==> config.mk <==
export PLATFORM = sky130hd
export DESIGN_NAME = vga_timing_generator
export DESIGN_NICKNAME = d
export VERILOG_FILES = /design/src/rtl/vga_timing_generator.sv
export SDC_FILE = /design/constraint.sdc
export NUM_CORES = 1
export LEC_CHECK = 0
export CORE_ASPECT_RATIO = 1.25
export CORE_MARGIN = 2
export CORE_UTILIZATION = 50
export DETAILED_ROUTE_END_ITERATION = 10
export PLACE_DENSITY = 0.88
export SLEW_MARGIN = 20
export SYNTH_ARGS = -nofsm -noshare
export SYNTH_HDL_FRONTEND = slang
export SYNTH_SLANG_ARGS = --single-unit
==> constraint.sdc <==
create_clock -name clk_25MHz -period 3.8 [get_ports clk_25MHz]
set_clock_uncertainty 0.2 [all_clocks]
set_input_delay 1.14 -clock clk_25MHz [delete_from_list [all_inputs] [get_ports clk_25MHz]]
set_output_delay 1.14 -clock clk_25MHz [all_outputs]
set_load 0.02 [all_outputs]
==> src/rtl/vga_timing_generator.sv <==
`default_nettype none
// ============================================================================
//  Module      : vga_timing_generator
//  Description : Parametrised VGA raster timing generator. A horizontal and a
//                vertical scan counter produce sync, blanking and line/frame
//                markers, all cycle-aligned with the counters.
//  Ports       : clk_25MHz    - pixel clock, rising edge
//                reset        - asynchronous, active-high
//                pixel_enable - advance tick; when low all state holds
//                restart      - synchronous return to raster origin
//                h_count      - horizontal position 0..H_TOTAL-1
//                v_count      - vertical position 0..V_TOTAL-1
//                hsync/vsync  - sync pulses, levels set by H_POL/V_POL
//                video_on     - high inside the active area
//                line_end     - single-edge pulse at the last pixel of a line
//                frame_end    - single-edge pulse at the last pixel of a frame
//  Revision    : 1.0 - initial release
// ============================================================================
module vga_timing_generator #(
    parameter int H_ACTIVE = 640,
    parameter int H_FP     = 16,
    parameter int H_SYNC   = 96,
    parameter int H_BP     = 48,
    parameter int V_ACTIVE = 480,
    parameter int V_FP     = 10,
    parameter int V_SYNC   = 2,
    parameter int V_BP     = 33,
    parameter int H_POL    = 0,
    parameter int V_POL    = 0,
    parameter int CNT_W    = 10
) (
    input  logic             clk_25MHz,
    input  logic             reset,
    input  logic             pixel_enable,
    input  logic             restart,
    output logic [CNT_W-1:0] h_count,
    output logic [CNT_W-1:0] v_count,
    output logic             hsync,
    output logic             vsync,
    output logic             video_on,
    output logic             line_end,
    output logic             frame_end
);

    localparam int c_H_TOTAL = H_ACTIVE + H_FP + H_SYNC + H_BP;
    localparam int c_V_TOTAL = V_ACTIVE + V_FP + V_SYNC + V_BP;

    localparam logic [CNT_W-1:0] c_H_LAST = CNT_W'(c_H_TOTAL - 1);
    localparam logic [CNT_W-1:0] c_V_LAST = CNT_W'(c_V_TOTAL - 1);

    // Decode bounds carry one extra bit so an exclusive upper bound equal to
    // 2**CNT_W is still representable.
    localparam logic [CNT_W:0] c_H_ACTIVE   = (CNT_W+1)'(H_ACTIVE);
    localparam logic [CNT_W:0] c_HS_START   = (CNT_W+1)'(H_ACTIVE + H_FP);
    localparam logic [CNT_W:0] c_HS_END     = (CNT_W+1)'(H_ACTIVE + H_FP + H_SYNC);
    localparam logic [CNT_W:0] c_V_ACTIVE   = (CNT_W+1)'(V_ACTIVE);
    localparam logic [CNT_W:0] c_VS_START   = (CNT_W+1)'(V_ACTIVE + V_FP);
    localparam logic [CNT_W:0] c_VS_END     = (CNT_W+1)'(V_ACTIVE + V_FP + V_SYNC);

    localparam logic c_HS_ON = (H_POL != 0);
    localparam logic c_VS_ON = (V_POL != 0);

    generate
        if ((c_H_TOTAL > 2**CNT_W) || (c_V_TOTAL > 2**CNT_W)) begin : g_param_check
            $error("vga_timing_generator: CNT_W=%0d too small for H_TOTAL=%0d / V_TOTAL=%0d",
                   CNT_W, c_H_TOTAL, c_V_TOTAL);
        end
    endgenerate

    logic [CNT_W-1:0] r_h_count;
    logic [CNT_W-1:0] r_v_count;
    logic             r_hsync;
    logic             r_vsync;
    logic             r_video_on;

    logic [CNT_W-1:0] w_h_next;
    logic [CNT_W-1:0] w_v_next;
    logic             w_h_last;
    logic             w_v_last;
    logic             w_hsync_next;
    logic             w_vsync_next;
    logic             w_video_next;

    assign w_h_last = (r_h_count == c_H_LAST);
    assign w_v_last = (r_v_count == c_V_LAST);

    // Next raster position for an enabled edge (restart is handled in the
    // register block so it wins regardless of pixel_enable).
    always_comb begin
        w_h_next = r_h_count;
        w_v_next = r_v_count;
        if (pixel_enable) begin
            if (w_h_last) begin
                w_h_next = '0;
                w_v_next = w_v_last ? '0 : r_v_count + CNT_W'(1);
            end else begin
                w_h_next = r_h_count + CNT_W'(1);
            end
        end
    end

    // Decode from the next position so the registered sync/blank outputs line
    // up with the registered counters in the same cycle.
    always_comb begin
        w_hsync_next = ({1'b0, w_h_next} >= c_HS_START) && ({1'b0, w_h_next} < c_HS_END)
                     ? c_HS_ON : ~c_HS_ON;
        w_vsync_next = ({1'b0, w_v_next} >= c_VS_START) && ({1'b0, w_v_next} < c_VS_END)
                     ? c_VS_ON : ~c_VS_ON;
        w_video_next = ({1'b0, w_h_next} < c_H_ACTIVE) && ({1'b0, w_v_next} < c_V_ACTIVE);
    end

    always_ff @(posedge clk_25MHz or posedge reset) begin
        if (reset) begin
            r_h_count  <= '0;
            r_v_count  <= '0;
            r_hsync    <= ~c_HS_ON;
            r_vsync    <= ~c_VS_ON;
            r_video_on <= 1'b1;
        end else if (restart) begin
            r_h_count  <= '0;
            r_v_count  <= '0;
            r_hsync    <= ~c_HS_ON;
            r_vsync    <= ~c_VS_ON;
            r_video_on <= 1'b1;
        end else begin
            r_h_count  <= w_h_next;
            r_v_count  <= w_v_next;
            r_hsync    <= w_hsync_next;
            r_vsync    <= w_vsync_next;
            r_video_on <= w_video_next;
        end
    end

    assign h_count  = r_h_count;
    assign v_count  = r_v_count;
    assign hsync    = r_hsync;
    assign vsync    = r_vsync;
    assign video_on = r_video_on;

    // Markers are combinational so they are exactly one enabled edge wide.
    assign line_end  = w_h_last & pixel_enable & ~restart & ~reset;
    assign frame_end = line_end & w_v_last;

endmodule
`default_nettype wire
==> reports/qor.csv <==
metric,value,unit
crit_slowest_cell,or3_4,
fillCellCount,246,
p_comb_frac,0.062,
synth_edf_count,0,
fmaxAchievable,283,MHz
ant_nets,0,
required,2.46,ns
instances_no_fill,224,
switchingPower,0.0909,mW
final-seq-area,579,um^2
hold_class,flop to flop,
postCtsHoldBufs,0,
ys.warnings.count,0,
die_y,63.2,um
htree_levels,1,
drc,0,
final_common_cell,clkdlybuf4s50_1,
worst_slack,0.269,ns
powerDensity,218,nW/um^2
p_seq_frac,0.642,
p_sw_frac,0.235,
tightest_slew,0.854,ns
firstDrtPassIters,4,
die_w,51.4,um
relSlewSlack,0.430,
critPathArrivalTime,2.19,ns
synth_nets,166,
synth-xor-area-share,0.0562,
crit_chain,"dlygate4sd2_1, nand2_1, or3_4, nor4_2, buf_2",
clkPwrFrac,0.296,
grt_pass1_wl,6130,um
coreArea,2680,um^2
synth-compound-area-share,0.157,
multi_input_area,774,um^2
path_max_fanout,3,
fin_nets,198,
synth_seq_cells,23,
slew_violations,0,
ys_async_sr_fraction,1.00,
synth_fa_ha_area_frac,0.0268,
overflow,0,
first_global_vias,1397,
synth_area,1400,um^2
cts_buffers,3,
row_count,21,
dpl.hpwl,2580,um
finalHoldViolCount,0,
die-area,3250,um^2
grt_start_max_net_pins,24,
clkTransAtPathRegs,0.12,ns
critPathKind,primary input to output port,
clock-sinks,23,
peakVddDrop,0.000220,V
internal-power,0.296,mW
clock_path_buffers,2,
drt-total-wl,3530,um
max-cap-violations,0,
cts_root_buf,clkbuf_4,
drt_iter0_drc,50,
synth_flop_cell,dfrtp_1,
track_usage,0.242,
post-place-ws,-0.563,ns
rsz0062_at_grt,no,
p_leak,0.637,nW
setup_violations,0,
status,"finished, final reports clean",
start_kind,primary input,
drive_above_1_share,0.111,
clock_latency,0.32,ns
antenna_found_initial,0,
yosys-mux-area-fraction,0.00714,
pin_count,29,
synthSimpleGateAreaFrac,0.297,
utilization,0.662,
vias_per_cell,6.30,
finalCriticalPeriod,3.53,ns
numPortBuffers,28,
synth_top_family_by_area,simple AND/OR/NAND/NOR gates,
start_util,0.523,
vias,1412,
cts_tree,built,
dp_cells,220,
syn_avg_cell_area,8.82,um^2
gp_congestion,0.893,
layout_common_cells,"clkdlybuf4s50_1 (25), dfrtp_1 (20), a21oi_1 (14), nor3_1 (11), nor2_1 (10)",
wl_per_cell,15.8,um
synth_cell_types,44,
period_share,0.929,
synth-seq-area-share,0.413,
diodes,0,
slowest_delay,0.36,ns
cp-end-kind,output port,
synthCells,159,
syn2layout_area_growth,26.5,%
==> kinds of logic (layout without fill, tap and decap cells) <==
logic type / Yosys count / in the layout
and+or+nand+nor: 74 / 74
AOI/OAI and AO/OA: 34 / 34
DFF: 23 / 23
buffers and inverters: 15 / 46
xor gates and xnor gates: 9 / 9
adders and majority gates: 3 / 3
muxes: 1 / 1
==> final timing paths <==
check | from | endpoint | slack, ns | cells after the start
worst min register to register | h_count[1] | h_count[1] | 0.39 | 2
worst max register to register | h_count[0] | vsync | 0.98 | 7
min in group asynchronous | reset | v_count[1] | 1.16 | 2
worst max-delay path | pixel_enable | frame_end | 0.27 | 5
max in group asynchronous | reset | h_count[6] | 1.71 | 2
worst min-delay path | h_count[1] | h_count[1] | 0.39 | 2
==> registers in the layout, summed over array words and instances, names as in the netlist <==
name,flops
video_on,1
h_count,10
v_count,10
hsync,1
vsync,1
==> Yosys cell counts, drive strengths merged, types with 2 or more instances <==
cell | count | area (um^2)
or3 | 7 | 43.8
o211ai | 2 | 15.0
and2 | 2 | 12.5
xor2 | 4 | 35.0
nand2b | 5 | 31.3
nor3 | 11 | 55.1
a21oi | 14 | 70.1
nor2 | 10 | 37.5
nand2 | 8 | 30.0
o21ai | 5 | 25.0
nor2b | 2 | 12.5
ha | 3 | 37.5
dfrtp | 20 | 500
inv | 6 | 22.5
nor4 | 4 | 25.0
xnor2 | 5 | 43.8
a211oi | 3 | 27.5
clkbuf | 7 | 27.5
dfstp | 3 | 78.8
buf | 2 | 10.0
or4 | 3 | 26.3
nand3 | 7 | 35.0
nand4 | 8 | 50.1
==> power groups by stage <==
stage | logic [mW] | registers, mW | clock network (mW)
finish | 0.0240 | 0.248 | 0.115
global route | 0.0271 | 0.249 | 0.125
global placement | 0.0243 | 0.253 | 0
floorplan | 0.0118 | 0.254 | 0
CTS | 0.0247 | 0.248 | 0.117
detailed placement | 0.0249 | 0.253 | 0
==> what timing repair did <==
action,4_1_cts,5_1_grt
resized for setup,12,0
buffers inserted,0,0
endpoints found under the setup margin,2,0
==> cell type report <==
cell class	instances	share of cell area
tap	34	0.0240
timing repair buffer	36	0.185
multi-input combinational	121	0.437
inverter	6	0.0127
clock buffer	4	0.0148
sequential	23	0.327
==> routing by layer <==
metal	wire (um)	global-route usage	share of wire
met2	1820	0.426	0.52
met4	106	0.109	0.030
met3	213	0.0332	0.060
met5	0	0	0
met1	1390	0.284	0.39
==> through the flow <==
step                hold slack (ns)  setup TNS, ns  total power, mW  area, um^2
floorplan                     0.449         -0.166            0.266        1410
global placement              0.365         -0.994            0.277        1750
detailed placement            0.380          -1.04            0.278        1750
CTS                           0.403              0            0.390        1770
global route                  0.433              0            0.401        1770
finish                        0.395              0            0.387        1770
==> worst max-delay path: cells and delay by family <==
family        cells  cell delay, ns
buf+inv           2            0.42
simple gates      3            0.63
Note: power is estimated with default switching activity, not from simulation.
